$ cat src/rtl/wb_queue_if.sv
// Write-request and register-file write-port bundle for the writeback queue.
// The slave modport is the queue side; the master modport is the producer/consumer side.
interface wb_queue_if #(
  parameter int AW = 6,
  parameter int DW = 32
);
  logic          alu_valid;
  logic [AW-1:0] alu_addr;
  logic [DW-1:0] alu_data;
  logic          alu_ready;
  logic          mem_valid;
  logic [AW-1:0] mem_addr;
  logic [DW-1:0] mem_data;
  logic          mem_ready;
  logic          we3;
  logic [AW-1:0] a3;
  logic [DW-1:0] wd3;

  modport slave (
    input  alu_valid, alu_addr, alu_data,
    output alu_ready,
    input  mem_valid, mem_addr, mem_data,
    output mem_ready,
    output we3, a3, wd3
  );

  modport master (
    output alu_valid, alu_addr, alu_data,
    input  alu_ready,
    output mem_valid, mem_addr, mem_data,
    input  mem_ready,
    input  we3, a3, wd3
  );
endinterface

$ cat src/rtl/wb_queue.sv
// In-order writeback queue in front of the register-file write port.
// Takes ALU and load results, drains one per cycle, and forwards pending values to decode.
module wb_queue #(
  parameter int DEPTH = 4,
  parameter int AW    = 6,
  parameter int DW    = 32,
  localparam int PW   = $clog2(DEPTH),
  localparam int CW   = $clog2(DEPTH + 1)
) (
  input  logic          clk,
  input  logic          reset,
  wb_queue_if.slave     wb,
  input  logic [AW-1:0] q1_addr,
  input  logic [AW-1:0] q2_addr,
  output logic          q1_hit,
  output logic          q2_hit,
  output logic [DW-1:0] q1_data,
  output logic [DW-1:0] q2_data,
  output logic [CW-1:0] count,
  output logic          full,
  output logic          empty
);
  logic [AW-1:0] addr_q [DEPTH];
  logic [AW-1:0] addr_d [DEPTH];
  logic [DW-1:0] data_q [DEPTH];
  logic [DW-1:0] data_d [DEPTH];
  logic [DEPTH-1:0] vld_q, vld_d;
  logic [PW-1:0] wr_ptr_q, wr_ptr_d;
  logic [PW-1:0] rd_ptr_q, rd_ptr_d;
  logic [CW-1:0] count_q, count_d;

  logic [CW-1:0] free;
  logic          alu_store, mem_store, pop;
  logic [PW-1:0] mem_idx;
  logic [DW:0]   q1_res, q2_res;

  // Youngest valid entry matching qa; entries are contiguous from rd_ptr, so the last match wins.
  function automatic logic [DW:0] lookup(input logic [AW-1:0] qa);
    logic [DW:0]   r;
    logic [PW-1:0] idx;
    r = {(DW + 1){1'b0}};
    for (int k = 0; k < DEPTH; k++) begin
      idx = rd_ptr_q + PW'(k);
      if ((qa != {AW{1'b0}}) && vld_q[idx] && (addr_q[idx] == qa)) begin
        r = {1'b1, data_q[idx]};
      end else begin
        r = r;
      end
    end
    return r;
  endfunction

  assign free         = CW'(DEPTH) - count_q;
  assign wb.alu_ready = (free >= CW'(1));
  assign wb.mem_ready = wb.alu_valid ? (free >= CW'(2)) : (free >= CW'(1));
  assign alu_store    = wb.alu_valid && wb.alu_ready && (wb.alu_addr != {AW{1'b0}});
  assign mem_store    = wb.mem_valid && wb.mem_ready && (wb.mem_addr != {AW{1'b0}});
  assign pop          = (count_q != {CW{1'b0}});
  assign mem_idx      = wr_ptr_q + PW'(alu_store);

  // Next-state for storage, pointers and occupancy.
  always_comb begin
    addr_d   = addr_q;
    data_d   = data_q;
    vld_d    = vld_q;
    vld_d[rd_ptr_q] = vld_q[rd_ptr_q] & ~pop;
    if (alu_store) begin
      addr_d[wr_ptr_q] = wb.alu_addr;
      data_d[wr_ptr_q] = wb.alu_data;
      vld_d[wr_ptr_q]  = 1'b1;
    end else begin
      addr_d[wr_ptr_q] = addr_q[wr_ptr_q];
    end
    if (mem_store) begin
      addr_d[mem_idx] = wb.mem_addr;
      data_d[mem_idx] = wb.mem_data;
      vld_d[mem_idx]  = 1'b1;
    end else begin
      addr_d[mem_idx] = addr_d[mem_idx];
    end
    wr_ptr_d = wr_ptr_q + PW'(alu_store) + PW'(mem_store);
    rd_ptr_d = rd_ptr_q + PW'(pop);
    count_d  = count_q + CW'(alu_store) + CW'(mem_store) - CW'(pop);
  end

  // State registers; reset discards every pending write.
  always_ff @(posedge clk or posedge reset) begin
    if (reset) begin
      for (int i = 0; i < DEPTH; i++) begin
        addr_q[i] <= {AW{1'b0}};
        data_q[i] <= {DW{1'b0}};
      end
      vld_q    <= {DEPTH{1'b0}};
      wr_ptr_q <= {PW{1'b0}};
      rd_ptr_q <= {PW{1'b0}};
      count_q  <= {CW{1'b0}};
    end else begin
      addr_q   <= addr_d;
      data_q   <= data_d;
      vld_q    <= vld_d;
      wr_ptr_q <= wr_ptr_d;
      rd_ptr_q <= rd_ptr_d;
      count_q  <= count_d;
    end
  end

  assign wb.we3 = pop;
  assign wb.a3  = pop ? addr_q[rd_ptr_q] : {AW{1'b0}};
  assign wb.wd3 = pop ? data_q[rd_ptr_q] : {DW{1'b0}};

  assign q1_res  = lookup(q1_addr);
  assign q2_res  = lookup(q2_addr);
  assign q1_hit  = q1_res[DW];
  assign q1_data = q1_res[DW-1:0];
  assign q2_hit  = q2_res[DW];
  assign q2_data = q2_res[DW-1:0];

  assign count = count_q;
  assign full  = (count_q == CW'(DEPTH));
  assign empty = (count_q == {CW{1'b0}});
endmodule
$ cat src/flat_wrapper.sv
// flat-port wrapper written by rule: the top's interface ports become plain ports
module wb_queue_flat 
#(
  parameter int DEPTH = 4,
  parameter int AW    = 6,
  parameter int DW    = 32,
  localparam int PW   = $clog2(DEPTH),
  localparam int CW   = $clog2(DEPTH + 1)
)
  (clk, reset, q1_addr, q2_addr, q1_hit, q2_hit, q1_data, q2_data, count, full, empty, wb_alu_valid, wb_alu_addr, wb_alu_data, wb_alu_ready, wb_mem_valid, wb_mem_addr, wb_mem_data, wb_mem_ready, wb_we3, wb_a3, wb_wd3);
  wb_queue_if #(.AW(AW), .DW(DW)) wb_i ();
  input  logic clk;
  input  logic reset;
  input  logic [AW-1:0] q1_addr;
  input  logic [AW-1:0] q2_addr;
  output logic q1_hit;
  output logic q2_hit;
  output logic [DW-1:0] q1_data;
  output logic [DW-1:0] q2_data;
  output logic [CW-1:0] count;
  output logic full;
  output logic empty;
  input wire logic [$bits(wb_i.alu_valid)-1:0] wb_alu_valid;
  input wire logic [$bits(wb_i.alu_addr)-1:0] wb_alu_addr;
  input wire logic [$bits(wb_i.alu_data)-1:0] wb_alu_data;
  output wire logic [$bits(wb_i.alu_ready)-1:0] wb_alu_ready;
  input wire logic [$bits(wb_i.mem_valid)-1:0] wb_mem_valid;
  input wire logic [$bits(wb_i.mem_addr)-1:0] wb_mem_addr;
  input wire logic [$bits(wb_i.mem_data)-1:0] wb_mem_data;
  output wire logic [$bits(wb_i.mem_ready)-1:0] wb_mem_ready;
  output wire logic [$bits(wb_i.we3)-1:0] wb_we3;
  output wire logic [$bits(wb_i.a3)-1:0] wb_a3;
  output wire logic [$bits(wb_i.wd3)-1:0] wb_wd3;
  assign wb_i.alu_valid = wb_alu_valid;
  assign wb_i.alu_addr = wb_alu_addr;
  assign wb_i.alu_data = wb_alu_data;
  assign wb_alu_ready = wb_i.alu_ready;
  assign wb_i.mem_valid = wb_mem_valid;
  assign wb_i.mem_addr = wb_mem_addr;
  assign wb_i.mem_data = wb_mem_data;
  assign wb_mem_ready = wb_i.mem_ready;
  assign wb_we3 = wb_i.we3;
  assign wb_a3 = wb_i.a3;
  assign wb_wd3 = wb_i.wd3;
  wb_queue #(.DEPTH(DEPTH), .AW(AW), .DW(DW)) u_core (.clk(clk), .reset(reset), .wb(wb_i), .q1_addr(q1_addr), .q2_addr(q2_addr), .q1_hit(q1_hit), .q2_hit(q2_hit), .q1_data(q1_data), .q2_data(q2_data), .count(count), .full(full), .empty(empty));
endmodule
$ cat config.mk
export PLATFORM = sky130hd
export DESIGN_NAME = wb_queue_flat
export DESIGN_NICKNAME = d
export VERILOG_FILES = /design/src/rtl/wb_queue_if.sv /design/src/rtl/wb_queue.sv /design/src/flat_wrapper.sv
export SDC_FILE = /design/constraint.sdc
export NUM_CORES = 1
export LEC_CHECK = 0
export BUFFER_PORTS_ARGS = -buffer_cell sky130_fd_sc_hd__buf_4
export CAP_MARGIN = 25
export CORE_MARGIN = 4
export CORE_UTILIZATION = 25
export DETAILED_ROUTE_END_ITERATION = 6
export PLACE_DENSITY = 0.39
export SLEW_MARGIN = 25
export SYNTH_ARGS = -nofsm -noshare
export SYNTH_HDL_FRONTEND = slang
export SYNTH_SLANG_ARGS = --single-unit
$ cat constraint.sdc
create_clock -name clk -period 7.1 [get_ports clk]
set_input_delay 0.71 -clock clk [delete_from_list [all_inputs] [get_ports clk]]
set_output_delay 0.71 -clock clk [all_outputs]
set_load 0.01 [all_outputs]
==> results.ini, run 1 <==
[run_status]
outcome = complete, no violations

[clock_network]
cts_resized = 0
htreeDepth = 4
cts-buffers-inserted = 17
cts.sinks = 163
postCtsHoldBufs = 0
clk_latency_ns = 0.49
cts_max_path_buffers = 2
cts_root_buffer = clkbuf_16
cts_setup_buffers = 0
path_clk_slew_ns = 0.07
cts_tree = yes

[power_and_ir_drop]
power.density_nw_per_um2 = 581
irDropWorstVdd_mv = 0.345
p_leak_nw = 7.43

[yosys]
syn_nets = 1756
ys_seq_area_frac = 0.271
synth_ff_type = dfrtp_1
syn_inst = 1649
ys_ff_latch = 163
syn_area_um2 = 15100
yosys_warnings = 0
synth_edf_count = 0
syn_avg_cell_area_um2 = 9.13
synth_cell_types = 61
synth_async_sr_flop_share = 1.00

[global_routing]
grt_max_degree = 135
grt_use_total = 0.187
antenna_found_initial = 7
overflow = 0
first_global_vias = 13300
grt_pass1_wl_um = 90100

[finish]
syn_to_final_growth_pct = 16.9
layout_common_cells = 232 x buf_4, 228 x mux2i_1, 196 x o21ai_0
drive_above_1_share = 0.246
layout_commonest_cell = buf_4
seqCellArea_um2 = 4090
fill_cells = 6235
finalNetCount = 1844
multi_input_comb_area_um2 = 10200

[critical_path]
worstPathArrival_ns = 5.27
crit_required_ns = 6.39
cp_common_cell = buf_4
start_kind = flop
crit_type = flop to output pin
worstPathCellList = inv_1 -> ha_4 -> buf_4 -> mux4_2 -> xnor2_1 -> nand2_1 -> nor4_4 -> buf_4 -> a21oi_4 -> buf_4 -> nor3_1 -> o22a_1 -> buf_4
end_kind = output pin
crit_fanout = 38
cp_slowest_stage_delay_ns = 0.78
crit_slowest_cell = dfrtp_4

[drt]
drtIter0Drc = 1023
wl_um = 61000
ant_nets = 0
via_per_inst = 5.41
wl_per_cell_um = 24.2
route.detailed.drc = 0
drt_first_pass_iters = 6
num_vias = 13600

[timing]
fin_crit_ns = 5.98
setup_viol = 0
worstMarginPinSlew_ns = 1.02
drv_slew = 0
setup_ws_ns = 1.12
rsz0062_at_grt = false
setup_tns_ns = 0
slew_headroom = 0.318
fin_crit_sh = 0.842
hold_viol_final = 0
fmax_mhz = 167
skew_ns = 0.00709

[floorplan]
num_rows = 89
die_area_um2 = 64200
io_pins = 204
die_w_um = 253
initial_core_util = 0.254
die_h_um = 253
core-area_um2 = 59400

[placement]
dp_hpwl_um = 39600
dpl_worst_slack_ns = 1.57
port_buffers = 203
gp_congestion = 0.841

[min_path]
worst_hold_path_type = input port to asynchronous set/reset pin

[flow_run]
cap_viol_max_count = 0

==> sequential cells by signal, summed over array words and instances (netlist names) <==
register / flops
u_core.wr_ptr_q: 2
u_core.vld_q: 4
u_core.rd_ptr_q: 2
u_core.addr_q: 24
u_core.data_q: 128
u_core.count: 3
==> final timing paths <==
| path | start | endpoint | slack, ns | cells after the start |
|---|---|---|---|---|
| setup reg to reg | u_core.count[0]$_DFF_PP0_ | u_core.count[2]$_DFF_PP0_ | 3.03 | 11 |
| max in group asynchronous | reset | u_core.rd_ptr_q[0]$_DFF_PP0_ | 5.49 | 3 |
| hold / removal | reset | u_core.data_q[19]$_DFF_PP0_ | 0.24 | 2 |
| setup / recovery | u_core.rd_ptr_q[0]$_DFF_PP0_ | q2_data[0] | 1.12 | 13 |
| hold reg to reg | u_core.count[2]$_DFF_PP0_ | u_core.count[2]$_DFF_PP0_ | 0.61 | 2 |
| min in group clk | wb_mem_data[2] | u_core.data_q[34]$_DFF_PP0_ | 0.46 | 3 |
==> cell usage after synthesis (3+ instances only) <==
library cell | count | area, um2
a211o_1 | 4 | 35.0
a21oi_1 | 120 | 601
a221oi_1 | 3 | 26.3
a22oi_1 | 3 | 22.5
a31oi_1 | 33 | 206
and2_1 | 37 | 231
buf_1 | 8 | 30.0
buf_12 | 3 | 60.1
buf_2 | 45 | 225
buf_4 | 7 | 52.6
buf_6 | 10 | 113
clkbuf_1 | 90 | 338
clkbuf_2 | 3 | 15.0
dfrtp_1 | 163 | 4080
ha_1 | 13 | 163
inv_1 | 15 | 56.3
mux2_2 | 36 | 405
mux2i_1 | 228 | 2280
mux4_1 | 7 | 184
mux4_2 | 82 | 1850
nand2_1 | 179 | 672
nand2b_1 | 4 | 25.0
nand3_1 | 14 | 70.1
nand4_1 | 4 | 25.0
nor2_1 | 95 | 357
nor3_1 | 9 | 45.0
nor3_2 | 28 | 280
nor3b_1 | 32 | 240
nor4_1 | 34 | 213
o21ai_0 | 196 | 981
o21ai_1 | 30 | 150
o22a_1 | 32 | 280
o311a_1 | 3 | 30.0
xnor2_1 | 31 | 272
xor2_1 | 14 | 123
==> worst max-delay path: cells and delay by family, from the launching register on <==
kind | cells | cell delay (ns)
simple gates | 3 | 0.75
buf+inv | 5 | 1.45
flops | 1 | 0.78
fa+ha+maj | 1 | 0.56
xor+xnor | 1 | 0.29
mux | 1 | 0.54
compound gates | 2 | 0.38
==> per-layer routing <==
metal  vias up  share of wire  GRT usage
met3        79          0.049     0.0333
met2       397           0.48      0.308
met1      6885           0.45      0.250
met4         8          0.024     0.0605
met5         -        0.00092          0
li1       6279              -          -
==> cells by family (layout without fill, tap and decap cells) <==
family | after synthesis | in the layout | synth area share
simple gates | 451 | 451 | 0.152
other cells | 0 | 4 | 0
fa+ha+maj | 15 | 15 | 0.0135
buf+inv | 181 | 278 | 0.0591
flops | 163 | 163 | 0.271
compound gates | 440 | 440 | 0.164
xor+xnor | 46 | 46 | 0.0272
mux | 353 | 353 | 0.313
==> per-stage QoR <==
step	area, um2	util	cells	power [W]	hold WS [ns]
final	17600	0.297	2523	0.0102	0.237
after global routing	17600	0.297	2520	0.0110	0.244
after CTS	17600	0.296	2518	0.0103	0.223
after detailed placement	17000	0.287	2490	0.00934	0.595
after global placement	17000	0.287	2490	0.00928	0.592
after floorplan	15100	-	1649	0.00702	0.533
==> layout make-up <==
| cell class | instances | share of cell area |
|---|---|---|
| inverters | 15 | 0.00348 |
| clock buffers | 18 | 0.0244 |
| diodes | 4 | 0.000569 |
| well taps | 773 | 0.0549 |
| multi-input cells | 1305 | 0.577 |
| clock inverters | 10 | 0.00519 |
| repair buffers | 235 | 0.102 |
| flip-flops and latches | 163 | 0.232 |
==> power by group <==
part | internal, W | total [W] | switching, W
Clock | 0.000470 | 0.000895 | 0.000424
Sequential | 0.00143 | 0.00205 | 0.000623
Combinational | 0.00324 | 0.00728 | 0.00405
No activity file was read; power rests on OpenSTA's default activity.
==> run 2: changes to the inputs <==
--- a/config.mk
+++ b/config.mk
@@ -10,7 +10,7 @@
 export CORE_MARGIN = 4
 export CORE_UTILIZATION = 25
 export DETAILED_ROUTE_END_ITERATION = 6
-export PLACE_DENSITY = 0.39
+export PLACE_DENSITY = 0.41
 export SLEW_MARGIN = 25
 export SYNTH_ARGS = -nofsm -noshare
 export SYNTH_HDL_FRONTEND = slang
==> constraint.sdc (replaced) <==
create_clock -name clk -period 5.17 [get_ports clk]
set_input_delay 0.517 -clock clk [delete_from_list [all_inputs] [get_ports clk]]
set_output_delay 0.517 -clock clk [all_outputs]
set_load 0.01 [all_outputs]
==> run 2 against run 1 <==
Compared with the run above:
- count of clock-buffer cells in the layout is 1 higher
- largest cell class unchanged
- clock power increased by 53%
- sequential power increased by 34%
- die area did not move
- hold slack got worse by 0.097 ns
- total power up 40%
- global-route usage grew 0.11 points
- flip-flop and latch count did not move
==> results.ini, run 2 (synthesized netlist as in run 1, its figures left out) <==
[run_status]
outcome = complete, no violations

[critical_path]
worstPathArrival_ns = 4.44
start_kind = flop
crit_required_ns = 4.65
cp_slowest_stage_delay_ns = 0.55
worstPathCellList = inv_1 -> ha_4 -> buf_4 -> mux4_1 -> nand4_1 -> nor2_4 -> o21bai_4 -> buf_4 -> o21ai_0 -> buf_4
crit_fanout = 32
end_kind = output pin
crit_slowest_cell = buf_4
cp_common_cell = buf_4
rr_worst_depth = 12
crit_type = flop to output pin

[power_and_ir_drop]
p_int_w = 0.00720
combPwrFrac = 0.712
seqPwrFrac = 0.193
irDropWorstVdd_mv = 0.307
p_leak_nw = 7.52
clock_power_share = 0.096
power.density_nw_per_um2 = 804
switching_share = 0.496
switchingPower_w = 0.00708

[drt]
wl_um = 61300
route.detailed.drc = 0
via_per_inst = 5.39
drtIter0Drc = 1091
drt_first_pass_iters = 6
wl_per_cell_um = 24.3
num_vias = 13600
ant_nets = 0

[timing]
rsz0062_at_grt = false
drv_slew = 0
fin_crit_ns = 4.96
setup_viol = 0
worstMarginPinSlew_ns = 1.05
slew_headroom = 0.297
fmax_mhz = 202
hold_viol_final = 0
skew_ns = 0.0124
fin_crit_sh = 0.959
setup_tns_ns = 0

[finish]
syn_to_final_growth_pct = 17.9
largest_reg_flops = 128
layout_commonest_cell = buf_4
fill_cells = 6267
drive_above_1_share = 0.249
layout_common_cells = 233 x buf_4, 228 x mux2i_1, 196 x o21ai_0
final_core_util = 0.299
regMostFlops = u_core.data_q
finalNetCount = 1848
top_regs = u_core.data_q x128, u_core.addr_q x24, u_core.vld_q x4
antennaDiodeCount = 0

[placement]
port_buffers = 203
dp_hpwl_um = 39900
gp_congestion = 0.858

[floorplan]
core-area_um2 = 59400
die_w_um = 253
die_area_um2 = 64200
num_rows = 89
initial_core_util = 0.254
die_h_um = 253
io_pins = 204

[clock_network]
postCtsHoldBufs = 0
cts_tree = yes
htreeDepth = 4
path_clk_slew_ns = 0.07
cts-buffers-inserted = 17
cts.sinks = 163
cts_max_path_buffers = 2
cts_root_buffer = clkbuf_16
clk_latency_ns = 0.49

[global_routing]
grt_use_total = 0.188
first_global_vias = 13700
antenna_found_initial = 3
grt_pass1_wl_um = 91100
overflow = 0
grt_max_degree = 85

[min_path]
worst_hold_path_type = input port to asynchronous set/reset pin

[flow_run]
cap_viol_max_count = 0

## run 2: per-layer routing
layer	routed length, um	part of all wire	global-route usage
met5	23	0.00038	0
met4	1250	0.020	0.0503
met3	2930	0.048	0.0366
met2	29400	0.48	0.311
met1	27700	0.45	0.253
## run 2: area by class of cell
| class | instances | area [um2] | share of cell area |
|---|---|---|---|
| Tap cell | 773 | 967 | 0.0544 |
| Multi-Input combinational cell | 1305 | 10200 | 0.572 |
| Sequential cell | 163 | 4090 | 0.230 |
| Inverter | 15 | 61.3 | 0.00345 |
| Clock inverter | 13 | 160 | 0.00902 |
| Clock buffer | 19 | 443 | 0.0249 |
| Timing Repair Buffer | 239 | 1880 | 0.106 |
## run 2: power by group through the flow
| stage | clock network (W) | registers [W] | logic (W) |
|---|---|---|---|
| 3_5_place_dp | 0 | 0.00276 | 0.0101 |
| 5_1_grt | 0.00147 | 0.00286 | 0.0111 |
| 6_report | 0.00137 | 0.00275 | 0.0102 |
| 4_1_cts | 0.00142 | 0.00274 | 0.0102 |
| 3_3_place_gp | 0 | 0.00273 | 0.0101 |
| 2_1_floorplan | 0 | 0.00243 | 0.00721 |
## run 2: final timing paths
check,from,endpoint,slack (ns)
max,u_core.rd_ptr_q[0]$_DFF_PP0_,q1_data[1],0.21
min,reset,u_core.data_q[49]$_DFF_PP0_,0.14
max reg2reg,u_core.count[1]$_DFF_PP0_,u_core.data_q[102]$_DFF_PP0_,1.51
min reg2reg,u_core.data_q[107]$_DFF_PP0_,u_core.data_q[107]$_DFF_PP0_,0.62
max in group asynchronous,reset,u_core.data_q[123]$_DFF_PP0_,3.90
min in group clk,wb_mem_data[1],u_core.data_q[97]$_DFF_PP0_,0.27
## run 2: worst max-delay path: cells and delay by family (launching register included)
kind | cells | cell delay [ns]
compound gates | 2 | 0.55
buf+inv | 4 | 1.49
mux | 1 | 0.33
fa+ha+maj | 1 | 0.44
simple gates | 2 | 0.60
flops | 1 | 0.52
## run 2: through the flow
step	total power (W)	setup slack, ns	cells	instance area, um2	hold slack (ns)
2_1_floorplan	0.00964	0.248	1649	15100	0.533
3_3_place_gp	0.0128	0.552	2494	17100	0.592
3_5_place_dp	0.0129	0.488	2494	17100	0.604
4_1_cts	0.0144	0.133	2527	17800	0.183
5_1_grt	0.0154	0.0124	2527	17800	0.215
6_report	0.0143	0.210	2527	17800	0.139
## run 2: timing repair
action | 4_1_cts | 5_1_grt
endpoints found under the setup margin | 2 | 0
buffers inserted | 0 | 0
gates resized for setup | 1 | 0
